`config.mk`:
```
export PLATFORM = sky130hd
export DESIGN_NAME = sync_fifo_param
export DESIGN_NICKNAME = d
export VERILOG_FILES = /design/src/rtl/sync_fifo_param.sv
export SDC_FILE = /design/constraint.sdc
export NUM_CORES = 1
export LEC_CHECK = 0
export BUFFER_PORTS_ARGS = -buffer_cell sky130_fd_sc_hd__buf_2
export CORE_ASPECT_RATIO = 1.4
export CORE_MARGIN = 5
export CORE_UTILIZATION = 45
export CTS_BUF_LIST = sky130_fd_sc_hd__clkbuf_4 sky130_fd_sc_hd__clkbuf_8 sky130_fd_sc_hd__clkbuf_16
export CTS_CLUSTER_DIAMETER = 50
export CTS_CLUSTER_SIZE = 12
export DETAILED_ROUTE_END_ITERATION = 6
export PLACE_DENSITY_LB_ADDON = 0.2
export SKIP_CTS_REPAIR_TIMING = 1
export SLEW_MARGIN = 20
export SYNTH_ARGS = -nofsm -noshare
export SYNTH_HDL_FRONTEND = slang
export SYNTH_SLANG_ARGS = --single-unit
```
`constraint.sdc`:
```
create_clock -name clk -period 9.81 [get_ports clk]
set_clock_uncertainty 0.2 [all_clocks]
set_input_delay 0.981 -clock clk [delete_from_list [all_inputs] [get_ports clk]]
set_output_delay 0.981 -clock clk [all_outputs]
set_load 0.02 [all_outputs]
```
`src/rtl/sync_fifo_param.sv`:
```
// sync_fifo_param: parametrised single-clock FIFO with fill level, almost
// thresholds, overflow/underflow pulses, synchronous flush and a selectable
// read mode (registered read or first-word-fall-through).
module sync_fifo_param #(
  parameter int DATA_WIDTH    = 32,
  parameter int ADDR_WIDTH    = 4,
  parameter int AFULL_THRESH  = (1 << ADDR_WIDTH) - 2,
  parameter int AEMPTY_THRESH = 2,
  parameter int FWFT          = 0
) (
  input  logic                  clk,
  input  logic                  rst_n,
  input  logic                  clr,
  input  logic                  wr_en,
  input  logic [DATA_WIDTH-1:0] wr_data,
  input  logic                  rd_en,
  output logic [DATA_WIDTH-1:0] rd_data,
  output logic                  full,
  output logic                  empty,
  output logic                  almost_full,
  output logic                  almost_empty,
  output logic [ADDR_WIDTH:0]   level,
  output logic                  overflow,
  output logic                  underflow
);

  localparam int DEPTH = 1 << ADDR_WIDTH;

  // Thresholds resized once to the level width so every flag compare is exact.
  localparam logic [ADDR_WIDTH:0] DEPTH_LVL  = (ADDR_WIDTH+1)'(DEPTH);
  localparam logic [ADDR_WIDTH:0] AFULL_LVL  = (ADDR_WIDTH+1)'(AFULL_THRESH);
  localparam logic [ADDR_WIDTH:0] AEMPTY_LVL = (ADDR_WIDTH+1)'(AEMPTY_THRESH);
  localparam logic [ADDR_WIDTH:0] ZERO_LVL   = '0;
  localparam logic [ADDR_WIDTH:0] ONE_LVL    = (ADDR_WIDTH+1)'(1);
  localparam logic [ADDR_WIDTH-1:0] ONE_PTR  = (ADDR_WIDTH)'(1);

  // Storage is never reset; the pointers alone define what is valid.
  logic [DATA_WIDTH-1:0] mem [DEPTH];

  logic [ADDR_WIDTH-1:0] wr_ptr_reg;
  logic [ADDR_WIDTH-1:0] rd_ptr_reg;
  logic [ADDR_WIDTH:0]   level_reg;
  logic                  overflow_reg;
  logic                  underflow_reg;

  logic                  wr_accept;
  logic                  rd_accept;
  logic [ADDR_WIDTH:0]   level_next;

  // Flags come straight from the level register, never from the inputs.
  assign full         = (level_reg == DEPTH_LVL);
  assign empty        = (level_reg == ZERO_LVL);
  assign almost_full  = (level_reg >= AFULL_LVL);
  assign almost_empty = (level_reg <= AEMPTY_LVL);
  assign level        = level_reg;
  assign overflow     = overflow_reg;
  assign underflow    = underflow_reg;

  // Accepts are judged on pre-edge state; a flush suppresses both.
  assign wr_accept = wr_en & ~full  & ~clr;
  assign rd_accept = rd_en & ~empty & ~clr;

  // Next fill level: +1 write only, -1 read only, hold otherwise.
  always_comb begin
    level_next = level_reg;
    if (wr_accept && !rd_accept) begin
      level_next = level_reg + ONE_LVL;
    end else if (rd_accept && !wr_accept) begin
      level_next = level_reg - ONE_LVL;
    end
  end

  // Array write port; plain clocked write so it maps onto block RAM.
  always_ff @(posedge clk) begin
    if (wr_accept) begin
      mem[wr_ptr_reg] <= wr_data;
    end
  end

  // Pointers and level; flush returns them to the reset state.
  always_ff @(posedge clk or negedge rst_n) begin
    if (!rst_n) begin
      wr_ptr_reg <= '0;
      rd_ptr_reg <= '0;
      level_reg  <= '0;
    end else if (clr) begin
      wr_ptr_reg <= '0;
      rd_ptr_reg <= '0;
      level_reg  <= '0;
    end else begin
      if (wr_accept) begin
        wr_ptr_reg <= wr_ptr_reg + ONE_PTR;
      end
      if (rd_accept) begin
        rd_ptr_reg <= rd_ptr_reg + ONE_PTR;
      end
      level_reg <= level_next;
    end
  end

  // Error pulses: high for the single cycle after a rejected request.
  always_ff @(posedge clk or negedge rst_n) begin
    if (!rst_n) begin
      overflow_reg  <= 1'b0;
      underflow_reg <= 1'b0;
    end else if (clr) begin
      overflow_reg  <= 1'b0;
      underflow_reg <= 1'b0;
    end else begin
      overflow_reg  <= wr_en & full;
      underflow_reg <= rd_en & empty;
    end
  end

  generate
    if (FWFT != 0) begin : g_fwft
      // Head word shown from registered pointer/level only; zero while empty
      // so the output is defined out of reset.
      assign rd_data = empty ? '0 : mem[rd_ptr_reg];
    end else begin : g_reg_read
      logic [DATA_WIDTH-1:0] rd_data_reg;

      // Registered read: load on an accepted read, hold otherwise.
      always_ff @(posedge clk or negedge rst_n) begin
        if (!rst_n) begin
          rd_data_reg <= '0;
        end else if (clr) begin
          rd_data_reg <= '0;
        end else if (rd_accept) begin
          rd_data_reg <= mem[rd_ptr_reg];
        end
      end

      assign rd_data = rd_data_reg;
    end
  endgenerate

endmodule

```
==> impl_metrics.ini <==
[logic_synthesis]
ys_seq_area_share_pct = 76.9
ys_async_sr_fraction_pct = 8.41
synth_area_um2 = 21500
ys_ff_latch = 559
synth-edff-count = 512
yosys.cell_types.count = 37
synth.net_count = 1028
synthFlopType = edfxtp_1
ys_warn_count = 0
syn_inst = 981
synth_area_leader_cell = edfxtp_1
ys_top_cells_by_area = edfxtp_1 (71%), mux4_2 (13%), dfrtp_1 (5.5%)
netlist.area_leader.share_pct = 71.4
syn_area_per_cell_um2 = 22.0

[grt]
grt-ovfl-total = 0
antenna_found_initial = 3
grt_max_degree = 69
track_usage_pct = 17.9
grt_pass1_vias = 10518
grt_pass1_wl_mm = 69.7

[power_and_ir_drop]
peakVddDrop_mv = 0.146
seq_power_share_pct = 47.5
p_per_area_nw_per_um2 = 241
pwr-share-comb_pct = 19.2
p_clk_share_pct = 33.3
power.share.switching_pct = 25.2
p_leak_nw = 7.93
power.switching_w = 0.00149
p_int_w = 0.00442

[worst_setup_path]
end_kind = register
timing_worst_setup_path_type = register to register
crit_fanout = 36
arrival_ns = 4.09
worstSetupStartpointType = register
required_ns = 10.06

[route]
vias_per_cell = 5.69
routed_wl_mm = 46.5
drtIter0Drc = 786
firstDrtPassIters = 4
num_vias = 9989
wire_per_inst_um = 26.5
antenna_left = 0
drc = 0

[floorplan]
die_w_um = 195
die_h_um = 269
initial_utilization_pct = 45.7
boundaryPins = 80
die-area_um2 = 52400
core_um2 = 47200
placementRows = 94

[place]
place_inst = 1656
post-dp-hpwl_mm = 22.5
numPortBuffers = 79
globalplace.congestion = 0.712

[timing]
final.period_utilization_pct = 39.2
drv_slew = 0
max_slew.worst_pin.slew_ns = 1.08
hold_viol_final = 0
max_slew_margin_pct = 28.3
fmax_mhz = 260
setup_violations = 0
holdWs_ns = 0.306
rsz0062_at_grt = no
min_period_ns = 3.84
finalSetupTns_ns = 0

[clocking]
numClockSinks = 559
clkSlewWorstSetupHoldPaths_ns = 0.06
ctsHtreeMaxLevel = 2
cts-root-buf = clkbuf_16
cts_tree = yes
numCtsBuffers = 53
clock_latency_ns = 0.57
cts_buffer_depth = 3

[finish]
stdcell_count = 1754
nets = 1134
drive_gt1_share_pct = 34.2
largest_register_ffs = 512
area_delta_synth_final_pct = 13.7

[min_path]
holdCritPathClass = register to register

[status]
outcome = completed

[job]
drv_cap = 0
[per-layer routing]
| layer | share of wire, % | wire, µm | track usage [%] | vias to the layer above |
|---|---|---|---|---|
| met1 | 43 | 19800 | 25.0 | 5377 |
| met3 | 4.7 | 2200 | 2.80 | 55 |
| li1 | - | - | - | 4302 |
| met4 | 1.7 | 768 | 4.19 | 0 |
| met2 | 51 | 23700 | 30.5 | 255 |
| met5 | 0 | 0 | 0 | - |
[final timing paths]
check / slack, ns / from / cells past startpoint / to
min in group asynchronous: 0.42 / rst_n / 2 / rd_data[1]
worst min register to register: 0.31 / rd_data[29] / 1 / rd_data[29]
worst min-delay path: 0.31 / rd_data[29] / 1 / rd_data[29]
max in group asynchronous: 8.34 / rst_n / 2 / rd_ptr_reg[0]
worst max-delay path: 5.97 / rd_ptr_reg[0] / 5 / rd_data[17]
worst max register to register: 5.97 / rd_ptr_reg[0] / 5 / rd_data[17]
[critical path, cell delays in order (launching register included)]
cell and delay [ns]:
dfrtp_4 0.85, buf_4 0.66, buf_4 0.72, mux4_2 0.58
mux2_2 0.27, a221o_1 0.32
[placed cells by master, fill, tap and decap left out, types with 2 or more instances in the layout]
cell type  count
a221o_1       32
a21oi_1        6
inv_1          6
ha_1           9
nand2_1       14
a21o_1         2
dfrtp_4        3
xnor2_1        3
mux2_2        32
and3_1         2
mux2i_1       37
nor4_1         2
nor3_1         3
nor3_2         4
nor2_4        13
o211ai_1       2
dfrtp_1       44
clkinv_2       2
buf_4         25
edfxtp_1     512
or3_1          2
clkbuf_4      38
nor2_1        43
mux4_2       128
inv_6          2
nand3_1        5
buf_2         79
o21ai_0        4
clkbuf_16     55
nand2b_1       5
xor2_1         3
[layout make-up]
cell class              count  area, µm²
repair buffers            104        583
multi-input cells         363       4840
inverters                   6       22.5
diodes                      1       2.50
clock buffers              93       1660
fillers                  3645      22700
well taps                 624        781
clock inverters             4       27.5
flip-flops and latches    559      16600
[cells in the mapped netlist (2+ instances only)]
master / number
edfxtp_1: 512
mux4_2: 128
nor2_1: 56
dfrtp_1: 47
mux2i_1: 37
a221o_1: 32
mux2_2: 32
clkbuf_1: 27
buf_2: 15
nand2_1: 14
ha_1: 9
nor3_1: 7
a21oi_1: 6
buf_1: 6
inv_1: 6
buf_6: 5
nand2b_1: 5
nand3_1: 5
o21ai_0: 4
and3_1: 3
xnor2_1: 3
xor2_1: 3
a21o_1: 2
nor4_1: 2
o211ai_1: 2
or3_1: 2
[through the flow]
step	area, µm²	util [%]	setup WS, ns	power, W
floorplan	21500	-	5.26	0.00372
finish	24500	51.9	5.97	0.00590
detailed placement	22800	48.3	5.86	0.00401
global route	24500	51.9	5.62	0.00618
global placement	22800	48.3	5.88	0.00401
CTS	24500	51.9	5.85	0.00599
[kinds of logic (layout without fill, tap and decap cells)]
group	Yosys count	count (layout)	share of synthesized area, %
compound gates	52	52	2.14
fa+ha+maj	10	10	0.616
other cells	0	1	0
simple gates	97	97	2.01
xor+xnor	6	6	0.244
buf+inv	59	207	1.29
mux	198	198	16.8
flops	559	559	76.9
[power groups by stage]
stage	clock, W	combinational [W]	sequential [W]
after floorplan	0	0.000873	0.00285
after global placement	0	0.00115	0.00285
after detailed placement	0	0.00116	0.00285
after CTS	0.00202	0.00116	0.00281
after global routing	0.00212	0.00124	0.00282
final	0.00197	0.00113	0.00280
No activity file was read; power rests on OpenSTA's default activity.
